**config.mk**
```make
export PLATFORM = sky130hd
export DESIGN_NAME = uart_loader_flat
export DESIGN_NICKNAME = d
export VERILOG_FILES = /design/src/rtl/uart_pkg.sv /design/src/rtl/uart_loader_if.sv /design/src/rtl/uart_rx_byte.sv /design/src/rtl/uart_loader.sv /design/src/flat_wrapper.sv
export SDC_FILE = /design/constraint.sdc
export NUM_CORES = 1
export LEC_CHECK = 0
export CAP_MARGIN = 20
export CORE_UTILIZATION = 41
export CTS_CLUSTER_DIAMETER = 60
export DETAILED_ROUTE_END_ITERATION = 16
export DONT_BUFFER_PORTS = 1
export SYNTH_ARGS = -nofsm -noshare
export SYNTH_HDL_FRONTEND = slang
export SYNTH_SLANG_ARGS = --single-unit
```
**constraint.sdc**
```tcl
create_clock -name clk -period 12.9 [get_ports clk]
set_clock_uncertainty 0.05 [all_clocks]
set_input_delay 1.29 -clock clk [delete_from_list [all_inputs] [get_ports clk]]
set_output_delay 1.29 -clock clk [all_outputs]
set_load 0.01 [all_outputs]
```
**src/rtl/uart_pkg.sv**
```systemverilog
// Shared types and widths for the UART boot loader.
package uart_pkg;

  localparam int unsigned ByteW = 8;
  localparam int unsigned WordW = 32;

  // Byte receiver states
  typedef enum logic [1:0] {
    RxIdle,
    RxStart,
    RxData,
    RxStop
  } rx_state_e;

  // Loader phases
  typedef enum logic [1:0] {
    PhHdr,
    PhLoad,
    PhDone
  } phase_e;

endpackage

```
**src/rtl/uart_loader_if.sv**
```systemverilog
// Memory write port driven by the loader: word, byte address, write pulse, status.
interface uart_loader_if;

  logic [uart_pkg::WordW-1:0] uart_data;
  logic [uart_pkg::WordW-1:0] uart_addr;
  logic                       uart_wen;
  logic                       uart_done;
  logic                       frame_err;

  modport master (
    output uart_data,
    output uart_addr,
    output uart_wen,
    output uart_done,
    output frame_err
  );

  modport slave (
    input uart_data,
    input uart_addr,
    input uart_wen,
    input uart_done,
    input frame_err
  );

endinterface

```
**src/rtl/uart_rx_byte.sv**
```systemverilog
// 8N1 byte receiver with a 2-FF input synchronizer and sticky frame error.
module uart_rx_byte
  import uart_pkg::*;
#(
  parameter int unsigned CLK_FREQ = 100000000,
  parameter int unsigned BAUD     = 115200
) (
  input  logic             clk,
  input  logic             rst,
  input  logic             rx,
  output logic [ByteW-1:0] byte_out,
  output logic             byte_valid,
  output logic             frame_err
);

  localparam int unsigned Div     = CLK_FREQ / BAUD;
  localparam int unsigned HalfDiv = Div / 2;
  localparam int unsigned CntW    = $clog2(Div);

  logic [1:0]       sync_q;
  logic             rx_s;
  rx_state_e        state_q;
  logic [CntW-1:0]  cnt_q;
  logic [2:0]       bit_q;
  logic [ByteW-1:0] shift_q;
  logic             wait_hi_q;

  // Synchronizer resets to idle-high so nothing is acted on until it refills
  always_ff @(posedge clk or posedge rst) begin
    if (rst) begin
      sync_q <= 2'b11;
    end else begin
      sync_q <= {sync_q[0], rx};
    end
  end

  assign rx_s = sync_q[1];

  // Receiver FSM: mid-bit sampling, registered byte/valid/error outputs
  always_ff @(posedge clk or posedge rst) begin
    if (rst) begin
      state_q    <= RxIdle;
      cnt_q      <= '0;
      bit_q      <= '0;
      shift_q    <= '0;
      wait_hi_q  <= 1'b0;
      byte_out   <= '0;
      byte_valid <= 1'b0;
      frame_err  <= 1'b0;
    end else begin
      byte_valid <= 1'b0;
      unique case (state_q)
        RxIdle: begin
          cnt_q <= '0;
          bit_q <= '0;
          // After a bad stop bit, ignore the line until it returns high
          if (wait_hi_q) begin
            if (rx_s) wait_hi_q <= 1'b0;
          end else if (!rx_s) begin
            state_q <= RxStart;
          end
        end
        RxStart: begin
          if (cnt_q == CntW'(HalfDiv - 1)) begin
            cnt_q   <= '0;
            state_q <= rx_s ? RxIdle : RxData;
          end else begin
            cnt_q <= cnt_q + 1'b1;
          end
        end
        RxData: begin
          if (cnt_q == CntW'(Div - 1)) begin
            cnt_q   <= '0;
            shift_q <= {rx_s, shift_q[ByteW-1:1]};
            bit_q   <= bit_q + 3'd1;
            if (bit_q == 3'd7) state_q <= RxStop;
          end else begin
            cnt_q <= cnt_q + 1'b1;
          end
        end
        RxStop: begin
          if (cnt_q == CntW'(Div - 1)) begin
            cnt_q   <= '0;
            state_q <= RxIdle;
            if (rx_s) begin
              byte_out   <= shift_q;
              byte_valid <= 1'b1;
            end else begin
              frame_err <= 1'b1;
              wait_hi_q <= 1'b1;
            end
          end else begin
            cnt_q <= cnt_q + 1'b1;
          end
        end
        default: state_q <= RxIdle;
      endcase
    end
  end

endmodule

```
**src/rtl/uart_loader.sv**
```systemverilog
// UART boot loader: header word count N, then N little-endian words written to memory.
module uart_loader
  import uart_pkg::*;
#(
  parameter int unsigned CLK_FREQ  = 100000000,
  parameter int unsigned BAUD      = 115200,
  parameter logic [31:0] BASE_ADDR = 32'h1c09_0000
) (
  input logic           clk,
  input logic           rst,
  input logic           rx,
  uart_loader_if.master mem
);

  logic [ByteW-1:0] rx_byte;
  logic             rx_valid;
  logic             rx_ferr;

  uart_rx_byte #(
    .CLK_FREQ (CLK_FREQ),
    .BAUD     (BAUD)
  ) u_rx (
    .clk        (clk),
    .rst        (rst),
    .rx         (rx),
    .byte_out   (rx_byte),
    .byte_valid (rx_valid),
    .frame_err  (rx_ferr)
  );

  phase_e           phase_q;
  logic [1:0]       pos_q;
  logic [23:0]      word_q;   // bytes received so far of the current word
  logic [WordW-1:0] n_q;
  logic [WordW-1:0] k_q;
  logic [WordW-1:0] data_q;
  logic [WordW-1:0] addr_q;
  logic             wen_q;
  logic             done_q;
  logic [WordW-1:0] asm_word;

  // Newest byte lands on top so the first byte ends up in bits 7:0
  assign asm_word = {rx_byte, word_q};

  // Phase FSM and word assembler with registered memory-port outputs
  always_ff @(posedge clk or posedge rst) begin
    if (rst) begin
      phase_q <= PhHdr;
      pos_q   <= '0;
      word_q  <= '0;
      n_q     <= '0;
      k_q     <= '0;
      data_q  <= '0;
      addr_q  <= BASE_ADDR;
      wen_q   <= 1'b0;
      done_q  <= 1'b0;
    end else begin
      wen_q <= 1'b0;
      unique case (phase_q)
        PhHdr: begin
          if (rx_valid) begin
            word_q <= asm_word[WordW-1:ByteW];
            pos_q  <= pos_q + 2'd1;
            if (pos_q == 2'd3) begin
              n_q <= asm_word;
              k_q <= '0;
              if (asm_word == '0) begin
                phase_q <= PhDone;
                done_q  <= 1'b1;
              end else begin
                phase_q <= PhLoad;
              end
            end
          end
        end
        PhLoad: begin
          if (rx_valid) begin
            word_q <= asm_word[WordW-1:ByteW];
            pos_q  <= pos_q + 2'd1;
            if (pos_q == 2'd3) begin
              data_q <= asm_word;
              addr_q <= BASE_ADDR + (k_q << 2);
              wen_q  <= 1'b1;
              k_q    <= k_q + 1'b1;
              if (k_q == n_q - 1'b1) phase_q <= PhDone;
            end
          end
        end
        PhDone: done_q <= 1'b1;
        default: phase_q <= PhHdr;
      endcase
    end
  end

  assign mem.uart_data = data_q;
  assign mem.uart_addr = addr_q;
  assign mem.uart_wen  = wen_q;
  assign mem.uart_done = done_q;
  assign mem.frame_err = rx_ferr;

endmodule

```
**src/flat_wrapper.sv**
```systemverilog
// flat-port wrapper written by rule: the top's interface ports become plain ports
module uart_loader_flat import uart_pkg::*;
#(
  parameter int unsigned CLK_FREQ  = 100000000,
  parameter int unsigned BAUD      = 115200,
  parameter logic [31:0] BASE_ADDR = 32'h1c09_0000
)
  (clk, rst, rx, mem_uart_data, mem_uart_addr, mem_uart_wen, mem_uart_done, mem_frame_err);
  uart_loader_if mem_i ();
  input logic clk;
  input logic rst;
  input logic rx;
  output wire logic [$bits(mem_i.uart_data)-1:0] mem_uart_data;
  output wire logic [$bits(mem_i.uart_addr)-1:0] mem_uart_addr;
  output wire logic [$bits(mem_i.uart_wen)-1:0] mem_uart_wen;
  output wire logic [$bits(mem_i.uart_done)-1:0] mem_uart_done;
  output wire logic [$bits(mem_i.frame_err)-1:0] mem_frame_err;
  assign mem_uart_data = mem_i.uart_data;
  assign mem_uart_addr = mem_i.uart_addr;
  assign mem_uart_wen = mem_i.uart_wen;
  assign mem_uart_done = mem_i.uart_done;
  assign mem_frame_err = mem_i.frame_err;
  uart_loader #(.CLK_FREQ(CLK_FREQ), .BAUD(BAUD), .BASE_ADDR(BASE_ADDR)) u_core (.clk(clk), .rst(rst), .rx(rx), .mem(mem_i));
endmodule
```
# After elaboration in Yosys (flattened, before gate mapping)
# Index checks and enable logic that the tools add are counted.
# word_totals
regBits,194
out_inout_bits,67
# op_classes
mux,40
n_bitwise,2
n_eq_ne,23
add_sub_neg,6
n_reduce_logical,21
# ops
op,count
2-to-1 mux 32 bit,4
one-hot mux 32 bit (2 select lines),1
adder 29 x 32 -> 32 bit (first input constant),1
adder 32 x 1 -> 32 bit (second input constant),1
equality test 32 bit,1
logical NOT 32 bit,1
subtractor 32 x 1 -> 32 bit (second input constant),1
one-hot mux 10 bit (3 select lines),1
2-to-1 mux 2 bit,13
2-to-1 mux 10 bit,2
!= test 2 bit (second input constant),9
AND reduction 3 bit,5
2-to-1 mux 1 bit,13
AND reduction 6 bit,2
adder 10 x 1 -> 10 bit (second input constant),1
equality test 10 bit (second input constant),1
equality test 10 x 9 -> 1 bit (second input constant),1
equality test 2 bit (second input constant),4
!= test 2 x 1 -> 1 bit (second input constant),4
one-hot mux 2 bit (4 select lines),1
nonzero test 2 bit,4
one-hot mux 2 bit (3 select lines),1
one-hot mux 3 bit (2 select lines),1
AND reduction 2 bit,3
11 further kinds,16

# Logic depth before layout (Yosys ltp)
# Gate-level depths: netlist (run 1).
# logic_depth
ltp_word,6
depth_mapped,11

# Hierarchy
# A second synthesis (run 1) with hierarchy kept.
# hier_totals
hier_cells,918
area_unflattened_um2,9295.2
# by_module_without_submodules
module,seq_area_each_um2,cells_per_inst,n_inst,area_per_inst_um2
uart_loader,3910.0,787,1,7689.9
uart_rx_byte,903.4,131,1,1605.3

# Least setup slack after synthesis (run 1)
# No wires, ideal clock.
# synth_timing
path_type,reg2reg
startpoint,register u_core.n_q[0]
endpoint,register u_core.phase_q[0]
path_stages_with_launch,12
period_less_slack_ps,2857
n_path_buf,1
path_slack_ps,10043
setup_ps,143
arrival_ps,2664
path_cell_list,dfrtp_1 -> inv_1 -> ha_1 -> buf_2 -> or3b_1 -> o21ai_0 -> nand4_1 -> a211oi_2 -> nand4_1 -> or4_1 -> a2111oi_2 -> o32ai_1
# synth_via
elab_chain_len,4
# synth_rtl
item,line_no,text
start: declaration,uart_loader.sv:34,logic [WordW-1:0] n_q;
start signal: assignment,uart_loader.sv:65,n_q <= asm_word;
subtractor 32 x 1 -> 32 bit,uart_loader.sv:85,if (k_q == n_q - 1'b1) phase_q <= PhDone;
equality test 32 bit,uart_loader.sv:85,
!= test 2 x 1 -> 1 bit (no line),n/a,
AND reduction 6 bit (no line),n/a,
end signal: assignment,uart_loader.sv:71,phase_q <= PhLoad;
end signal: assignment,uart_loader.sv:85,
end signal: assignment,uart_loader.sv:90,default: phase_q <= PhHdr;
end: declaration,uart_loader.sv:31,phase_e phase_q;
# No other way between the ends.
# A chain may end at the register's enable or synchronous reset.

# Final worst setup path (run 1)
# Same ends and word-level chain as after synthesis.

==> impl_metrics.yaml, run 1 <==
logic_synthesis:
  ys_top_cells_by_area: "dfrtp_1, nand2_1, mux2_2, xnor2_1, xor2_1"
  synthArstFlopShare_pct: 100.0
  synth.top_cells.by_count: "nand2_1, dfrtp_1, nor2_1, mux2_2, xnor2_1"
  synth_ff_type: "dfrtp_1"
  ys_seq_elements: 192
  yosysMostFrequentCell: "nand2_1"
  synth_area_sq_um: 9119
  synth_top_family_by_area: "simple AND/OR/NAND/NOR gates"
  synth_fa_ha_area_share_pct: 1.098
  synth_top_area_cell: "dfrtp_1"
  synth_top_area_share_pct: 50.77
  synth-xor-area-share_pct: 9.029
  syn-mean-instance-area_sq_um: 10.06
  synth_cell_types: 65
  synth-seq-area-share_pct: 52.79
  synthCells: 906
  synthSimpleGateAreaFrac_pct: 20.24
  synth_compound_area_share_pct: 5.241
  synth_edf_count: 0
  yosys_warnings: 0
  muxShareOfSynthArea_pct: 8.246
grt:
  grt_pass1_vias: 5958
  grt_pass1_wl_mm: 31.58
  groute.usage.overall_pct: 17.90
  globalRouteOverflowTotal: 0
  grt_start_max_net_pins: 115
  antenna_found_initial: 0
sta:
  fin_tns_setup_ns: 0
  hold_slack_ns: 0.3071
  worstMarginPinSlew_ns: 0.8647
  rsz0062_at_grt: "false"
  relSlewSlack_pct: 41.82
  timing.fmax_mhz: 322.6
  setup_viol: 0
  slew_violations: 0
  finalCriticalPeriod_ns: 3.100
  hold_viol_final: 0
  post-route-period-util_pct: 24.03
detailed_routing:
  drtAntennaViolNets: 0
  drc_errors: 0
  drt_iter0_drc: 297
  dr.pass1.iters: 5
  viasPerCell: 5.218
  wire_per_inst_microns: 16.03
  routed_wl_mm: 18.78
  vias: 6115
die:
  design.die.area_sq_um: 22840
  chipWidth_microns: 151.1
  start_util_pct: 41.78
  core_area_sq_um: 21820
  rows: 54
  top_level_ports: 70
  die_y_microns: 151.1
cts:
  cts_hold_buf: 0
  cts_setup_buffers: 0
  cts_tree: "yes"
  insertion_delay_ns: 0.44
  clkTransAtPathRegs_ns: 0.07
  cts-buffers-inserted: 17
  clockBufferDepth: 2
  clockRootBuffer: "clkbuf_16"
  clock-sinks: 192
  postCtsResizedCells: 0
  cts_max_level: 4
power_and_ir_drop:
  clkPwrFrac_pct: 46.4
  ir_worst_vdd_uv: 85.23
  p_int_uw: 887.4
  p_per_area_nw_per_um2: 115.9
  pwr-share-comb_pct: 1.1
  switching_share_pct: 22.68
  leakage_uw: 0.004776
  p_seq_share_pct: 52.5
  p_switching_uw: 260.2
  total_power_uw: 1148
worst_setup_path:
  path_depth: 10
  crit_path_cell_trace: "inv_1 > ha_1 > or3b_1 > o21ai_0 > nand4_1 > a211oi_2 > nand4_1 > or4_1 > a2111oi_2 > o32ai_1"
  criticalPathCategory: "flop to flop"
  critPathMaxFanout: 8
  worst_setup_path_start_kind: "flop"
  cp_slowest_cell: "or4_1"
  path_buf_inv: 1
  cp_top_family: "simple AND/OR/NAND/NOR gates"
  worst-r2r-setup-slack_ns: 9.80
  worst_setup_path_end_kind: "flop"
  required_ns: 13.15
  reg2reg_depth: 10
  critical-path-max-stage-delay_ns: 0.55
  arrival_ns: 3.35
  critical_path.most_common_cell: "nand4_1"
hold_path:
  min_path_type: "flop to flop"
  hold_depth: 0
final_layout:
  antennaDiodeCount: 0
  design_area_sq_um: 9905
  layout.nets: 890
  layout-drive-gt1-share_pct: 13.90
  area_delta_synth_final_pct: 8.617
  fin_cells: 1172
  n_fill_cell: 2053
placement:
  hpwl_mm: 12.89
  dp_cells: 1139
  io_buffers: 0
  finalWeightedCongestion: 0.8438
  placedInstanceArea_sq_um: 9276
run:
  maxCapViolCount: 0
status:
  outcome: "complete, no violations"
## logic make-up (layout without fill, tap and decap cells)
kind of cell,count (synthesis),count (layout)
AND/OR/NAND/NOR,404,404
flip-flops,192,192
XOR/XNOR,94,94
AO/OA/AOI/OAI,75,75
multiplexers,67,67
buffers and inverters,65,50
adder cells (fa/ha/maj),8,8
other,1,2
## final cells by class
| cell class | count | area, sq um | share of cell area (%) |
|---|---|---|---|
| clock inverter | 13 | 147.6 | 1.491 |
| timing repair buffer | 7 | 72.57 | 0.7327 |
| sequential | 192 | 4813 | 48.60 |
| inverter | 11 | 48.80 | 0.4927 |
| tap | 280 | 350.3 | 3.537 |
| multi-input combinational | 650 | 4019 | 40.58 |
| clock buffer | 19 | 452.9 | 4.573 |
## per-layer routing
metal,GRT usage (%),vias up,wire length (microns)
met3,4.548,18,825
li1,-,3000,-
met1,24.44,2987,9118
met2,27.94,110,8620
met4,5.250,0,220
met5,0,-,0
## metrics by stage
stage                     util (%)  worst slack [ns]
after CTS                    45.26             9.794
after floorplan                  -             6.344
after global placement       42.51             9.896
final                        45.38             9.800
after global routing         45.38             9.528
after detailed placement     42.51             9.838
## power by group through the flow
| stage | clock network [uW] | registers [uW] | logic, uW |
|---|---|---|---|
| 4_1_cts | 544 | 602 | 13.2 |
| 2_1_floorplan | 0 | 614 | 9.61 |
| 3_5_place_dp | 0 | 614 | 13.2 |
| 5_1_grt | 571 | 602 | 16.1 |
| 6_report | 532 | 602 | 13.1 |
| 3_3_place_gp | 0 | 614 | 13.0 |
## layout by cell type, fill, tap and decap left out, types with 5 or more instances in the layout
cell       count
clkbuf_16     17
ha_1           8
nor4_1        20
nand4_1       21
buf_4          6
a21oi_1       10
nor2_1        70
and3_1         6
xnor2_1       55
inv_1          9
o21ai_0       35
nor2b_1        5
mux2_2        65
xor2_1        39
nor3_1        16
nand3_1       21
nand2_1      212
dfstp_2        7
dfrtp_1      185
## worst paths after layout
kind	from	endpoint
max	u_core.n_q[0]	u_core.phase_q[0]
min	u_core.u_rx.sync_q[0]	u_core.u_rx.sync_q[1]
max reg2reg	u_core.n_q[0]	u_core.phase_q[0]
min reg2reg	u_core.u_rx.sync_q[0]	u_core.u_rx.sync_q[1]
max in group asynchronous	rst	u_core.u_rx.sync_q[0]
min in group asynchronous	rst	u_core.mem.uart_data[10]
## sequential cells by signal, summed over array words and instances (netlist names), named ones only
| name | count |
|---|---|
| u_core.k_q | 32 |
| u_core.mem.uart_data | 32 |
| u_core.n_q | 32 |
| u_core.mem.uart_addr | 30 |
| u_core.word_q | 24 |
| u_core.u_rx.cnt_q | 10 |
| u_core.u_rx.byte_out | 8 |
| u_core.u_rx.shift_q | 8 |
| u_core.u_rx.bit_q | 3 |
| u_core.phase_q | 2 |
| u_core.pos_q | 2 |
| u_core.u_rx.sync_q | 2 |
| u_core.mem.uart_done | 1 |
| u_core.mem.uart_wen | 1 |
| u_core.u_rx.byte_valid | 1 |
| u_core.u_rx.frame_err | 1 |
| u_core.u_rx.state_q | 1 |
| u_core.u_rx.wait_hi_q | 1 |
No activity file was read; power rests on OpenSTA's default activity.
==> run 2: changes to the inputs <==
Clock period 12.9 ns to 2.7 ns, I/O delays scaled along.
==> impl_metrics.yaml, run 2 (synthesis results as in run 1) <==
grt:
  grt_pass1_vias: 6153
  grt_start_max_net_pins: 88
  grt_pass1_wl_mm: 32.66
  antenna_found_initial: 0
  groute.usage.overall_pct: 18.44
  globalRouteOverflowTotal: 0
worst_setup_path:
  worst_setup_path_start_kind: "flop"
  critPathMaxFanout: 4
  worst-r2r-setup-slack_ns: -0.008
  r2r_end: "u_core.phase_q[0]"
  reg2reg_depth: 10
  timing.rr.start: "u_core.n_q[0]"
  arrival_ns: 2.96
  required_ns: 2.95
  criticalPathCategory: "flop to flop"
  worst_setup_path_end_kind: "flop"
cts:
  clkTransAtPathRegs_ns: 0.07
  cts_tree: "yes"
  cts-buffers-inserted: 17
  insertion_delay_ns: 0.44
  clockRootBuffer: "clkbuf_16"
  clock-sinks: 192
  clockBufferDepth: 2
  cts_max_level: 4
final_layout:
  antennaDiodeCount: 0
  fin_cells: 1227
  n_fill_cell: 2035
  final_cell_mix: "nand2_1, dfrtp_1, nor2_1, mux2_2, buf_4"
  final_common_cell: "nand2_1"
  design_area_sq_um: 10450
  postLayoutCoreUtil_pct: 47.90
  layout.nets: 945
  area_delta_synth_final_pct: 14.64
  layout-drive-gt1-share_pct: 20.91
sta:
  post-route-period-util_pct: 100.3
  worstMarginPinSlew_ns: 0.6578
  relSlewSlack_pct: 55.01
  setup_viol: 1
  slew_violations: 0
  finalCriticalPeriod_ns: 2.708
  timing.fmax_mhz: 369.3
  hold_slack_ns: 0.3086
  rsz0062_at_grt: "true"
  hold_viol_final: 0
  setup_ws_ns: -0.007874
power_and_ir_drop:
  p_per_area_nw_per_um2: 519.8
  leakage_uw: 0.005105
  total_power_uw: 5434
  ir_worst_vdd_uv: 406.3
hold_path:
  hold_start: "u_core.u_rx.sync_q[0]"
  min_path_type: "flop to flop"
  hold_end: "u_core.u_rx.sync_q[1]"
  hold_depth: 0
status:
  failed_checks: "setup timing"
  outcome: "finished, violations left"
die:
  top_level_ports: 70
  die_y_microns: 151.1
  rows: 54
  core_area_sq_um: 21820
  design.die.area_sq_um: 22840
  chipWidth_microns: 151.1
  start_util_pct: 41.78
placement:
  finalWeightedCongestion: 0.8652
  placedInstanceArea_sq_um: 9708
  io_buffers: 0
  dp_cells: 1191
  hpwl_mm: 13.89
run:
  maxCapViolCount: 0
detailed_routing:
  drt_iter0_drc: 354
  drc_errors: 0
  viasPerCell: 5.182
  dr.pass1.iters: 4
  wire_per_inst_microns: 16.01
  routed_wl_mm: 19.65
  vias: 6358
  drtAntennaViolNets: 0
## run 2: how the worst max path moves through the flow
stage / from / end / cells past startpoint
2_1_floorplan: rst / asynchronous set/reset pin / 1
3_3_place_gp: u_core.n_q[0] / u_core.phase_q[0] / 10
3_5_place_dp: u_core.n_q[1] / u_core.phase_q[0] / 10
4_1_cts: u_core.n_q[0] / u_core.phase_q[0] / 9
5_1_grt: u_core.n_q[0] / u_core.phase_q[0] / 10
6_report: u_core.n_q[0] / u_core.phase_q[0] / 10
## run 2: through the flow
step           setup TNS [ns]  worst slack (ns)
2_1_floorplan          -16.78          -0.09072
3_3_place_gp         -0.05530          -0.04130
3_5_place_dp          -0.1869           -0.1073
4_1_cts             -0.007780         -0.007780
5_1_grt               -0.1262          -0.08006
6_report            -0.007874         -0.007874
## run 2: routing by layer
metal / up-vias / track usage (%) / routed length, microns
li1: 3127 / - / -
met1: 3112 / 25.79 / 9636
met2: 104 / 29.15 / 9066
met3: 15 / 3.524 / 727
met4: 0 / 5.000 / 218
met5: - / 0 / 0
## run 2: where the power goes
group	switching, uW	internal (uW)	total [uW]	leakage, uW
registers	1.61	2880	2880	0.00264
logic	58.3	9.70	68.0	0.00218
clock network	1230	1260	2490	0.000280
## run 2: what timing repair did
item                                    4_1_cts  5_1_grt
setup buffers                                 0        2
hold buffers                                  2        0
resized for setup                            11       15
pin swaps                                     2        7
endpoints found under the setup margin        2        4
endpoints found under the hold margin       186        0
## run 2: cell type report
| class | count | area [sq um] | share of cell area (%) |
|---|---|---|---|
| Timing Repair Buffer | 62 | 511.7 | 4.895 |
| Tap cell | 280 | 350.3 | 3.351 |
| Sequential cell | 192 | 4816 | 46.07 |
| Clock buffer | 19 | 442.9 | 4.237 |
| Inverter | 11 | 45.04 | 0.4309 |
| Clock inverter | 13 | 138.9 | 1.329 |
| Multi-Input combinational cell | 650 | 4149 | 39.69 |
## run 2: worst max-delay path, cell delays in order (launching register included)
cell	delay (ns)
dfrtp_1	0.42
inv_2	0.10
ha_4	0.14
or3b_4	0.41
o21ai_2	0.13
nand4_1	0.12
a211oi_2	0.17
nand4_1	0.12
or4_4	0.45
a2111oi_4	0.36
o32ai_1	0.12
==> run 3: changes to the inputs <==
Settings changed: CORE_UTILIZATION 41 to 40, HOLD_SLACK_MARGIN set to 0.15.
==> impl_metrics.yaml, run 3 (synthesis results as in run 1) <==
status:
  outcome: "finished, violations left"
  failed_checks: "setup timing"
worst_setup_path:
  critPathMaxFanout: 8
  criticalPathCategory: "flop to flop"
  required_ns: 2.96
  worst_setup_path_start_kind: "flop"
  arrival_ns: 3.00
  worst_setup_path_end_kind: "flop"
  r2r_end: "u_core.phase_q[0]"
  reg2reg_depth: 11
  worst-r2r-setup-slack_ns: -0.04
  timing.rr.start: "u_core.n_q[0]"
placement:
  hpwl_mm: 13.99
  finalWeightedCongestion: 0.8585
  io_buffers: 0
  post-place-ws_ns: -0.1468
sta:
  slew_violations: 0
  setup_ws_ns: -0.03701
  setup_viol: 1
  post-route-period-util_pct: 101.4
  hold_viol_final: 0
  finalCriticalPeriod_ns: 2.737
  rsz0062_at_grt: "true"
  timing.fmax_mhz: 365.4
  worstMarginPinSlew_ns: 0.8186
  relSlewSlack_pct: 45.43
detailed_routing:
  dr.pass1.iters: 5
  drc_errors: 0
  viasPerCell: 5.245
  wire_per_inst_microns: 16.51
  drt_iter0_drc: 345
  drtAntennaViolNets: 0
  vias: 6451
  routed_wl_mm: 20.30
run:
  maxCapViolCount: 0
cts:
  cts-buffers-inserted: 17
  clockBufferDepth: 2
  cts_max_level: 4
  clock-sinks: 192
  cts_tree: "yes"
  insertion_delay_ns: 0.45
  clockRootBuffer: "clkbuf_16"
  clkTransAtPathRegs_ns: 0.08
die:
  design.die.area_sq_um: 23400
  core_area_sq_um: 22090
  start_util_pct: 41.27
  top_level_ports: 70
  rows: 54
  die_y_microns: 153.0
  chipWidth_microns: 153.0
hold_path:
  hold_start: "u_core.u_rx.sync_q[0]"
  min_path_type: "flop to flop"
  hold_depth: 0
  hold_end: "u_core.u_rx.sync_q[1]"
grt:
  groute.usage.overall_pct: 18.44
  grt_pass1_vias: 6411
  grt_start_max_net_pins: 127
  grt_pass1_wl_mm: 34.22
  globalRouteOverflowTotal: 0
  antenna_found_initial: 0
power_and_ir_drop:
  leakage_uw: 0.005111
  ir_worst_vdd_uv: 402.1
  p_per_area_nw_per_um2: 528.9
final_layout:
  ff_latch_area_sq_um: 4815
  layout-drive-gt1-share_pct: 20.84
  area_delta_synth_final_pct: 14.65
  multiInputGateArea_sq_um: 4130
  n_fill_cell: 2083
  final_cell_mix: "nand2_1, dfrtp_1, nor2_1, mux2_2, buf_4"
  antennaDiodeCount: 0
  layout.nets: 948
  postLayoutCoreUtil_pct: 47.32
  final_common_cell: "nand2_1"
-- run 3: cell count changes in the layout (fill, tap and decap cells not counted), moves of 2 or more --
cell	delta
inv_6	-2
nor3_2	+2
buf_12	-2
buf_4	+6
nor2_2	-3
nor2_1	+3
-- run 3: how the worst max path moves through the flow --
stage	start	end	slack, ns	cells after the start
final	u_core.n_q[0]	u_core.phase_q[0]	-0.04	11
after global routing	u_core.n_q[0]	u_core.phase_q[0]	-0.21	10
after CTS	u_core.n_q[0]	u_core.phase_q[0]	0.004	9
after detailed placement	u_core.n_q[0]	u_core.phase_q[0]	-0.15	10
after global placement	u_core.n_q[0]	u_core.phase_q[0]	-0.03	10
after floorplan	rst	asynchronous set/reset pin	-0.09	1
-- run 3: final cells by class --
class                           count  share of cell area, %
Clock buffer                       18                  4.201
Clock inverter                     14                  1.628
Tap cell                          280                  3.351
Multi-Input combinational cell    650                  39.50
Sequential cell                   192                  46.05
Inverter                           11                 0.4308
Timing Repair Buffer               65                  4.835
-- run 3: critical path, cell delays in order, from the launching register on --
cell and delay [ns]:
dfrtp_1 0.42, buf_4 0.16, nor4_2 0.30, buf_4 0.17
nand4_2 0.15, buf_4 0.22, nor3_2 0.22, xnor2_1 0.10
nor3_1 0.14, nand3_1 0.14, a2111oi_4 0.39, o32ai_2 0.13
-- run 3: per-stage QoR --
step	TNS, ns	cells	area [sq um]	hold slack [ns]	power, uW
4_1_cts	0	1228	10360	0.3027	5589
3_5_place_dp	-0.2712	1192	9691	0.2245	3000
3_3_place_gp	-0.02751	1192	9691	0.2245	2999
2_1_floorplan	-16.78	907	9136	0.2245	2981
6_report	-0.03701	1230	10460	0.3081	5530
5_1_grt	-0.3711	1230	10460	0.3125	5694
-- run 3: timing repair --
action,4_1_cts,5_1_grt
endpoints found under the setup margin,2,4
setup buffers,2,2
hold endpoints to repair,186,0
hold buffers,2,0
gates resized for setup,3,16
pin swaps,1,6
-- run 3: where the power goes --
part / switching (uW) / internal [uW]
sequential: 1.35 / 2880
combinational: 56.3 / 6.66
clock: 1240 / 1350
-- run 3: layer usage --
metal | track usage (%) | vias to the layer above | routed length [microns]
li1 | - | 3127 | -
met1 | 25.68 | 3209 | 9934
met2 | 29.20 | 102 | 9472
met3 | 3.601 | 13 | 690
met4 | 5.243 | 0 | 204
met5 | 0 | - | 0
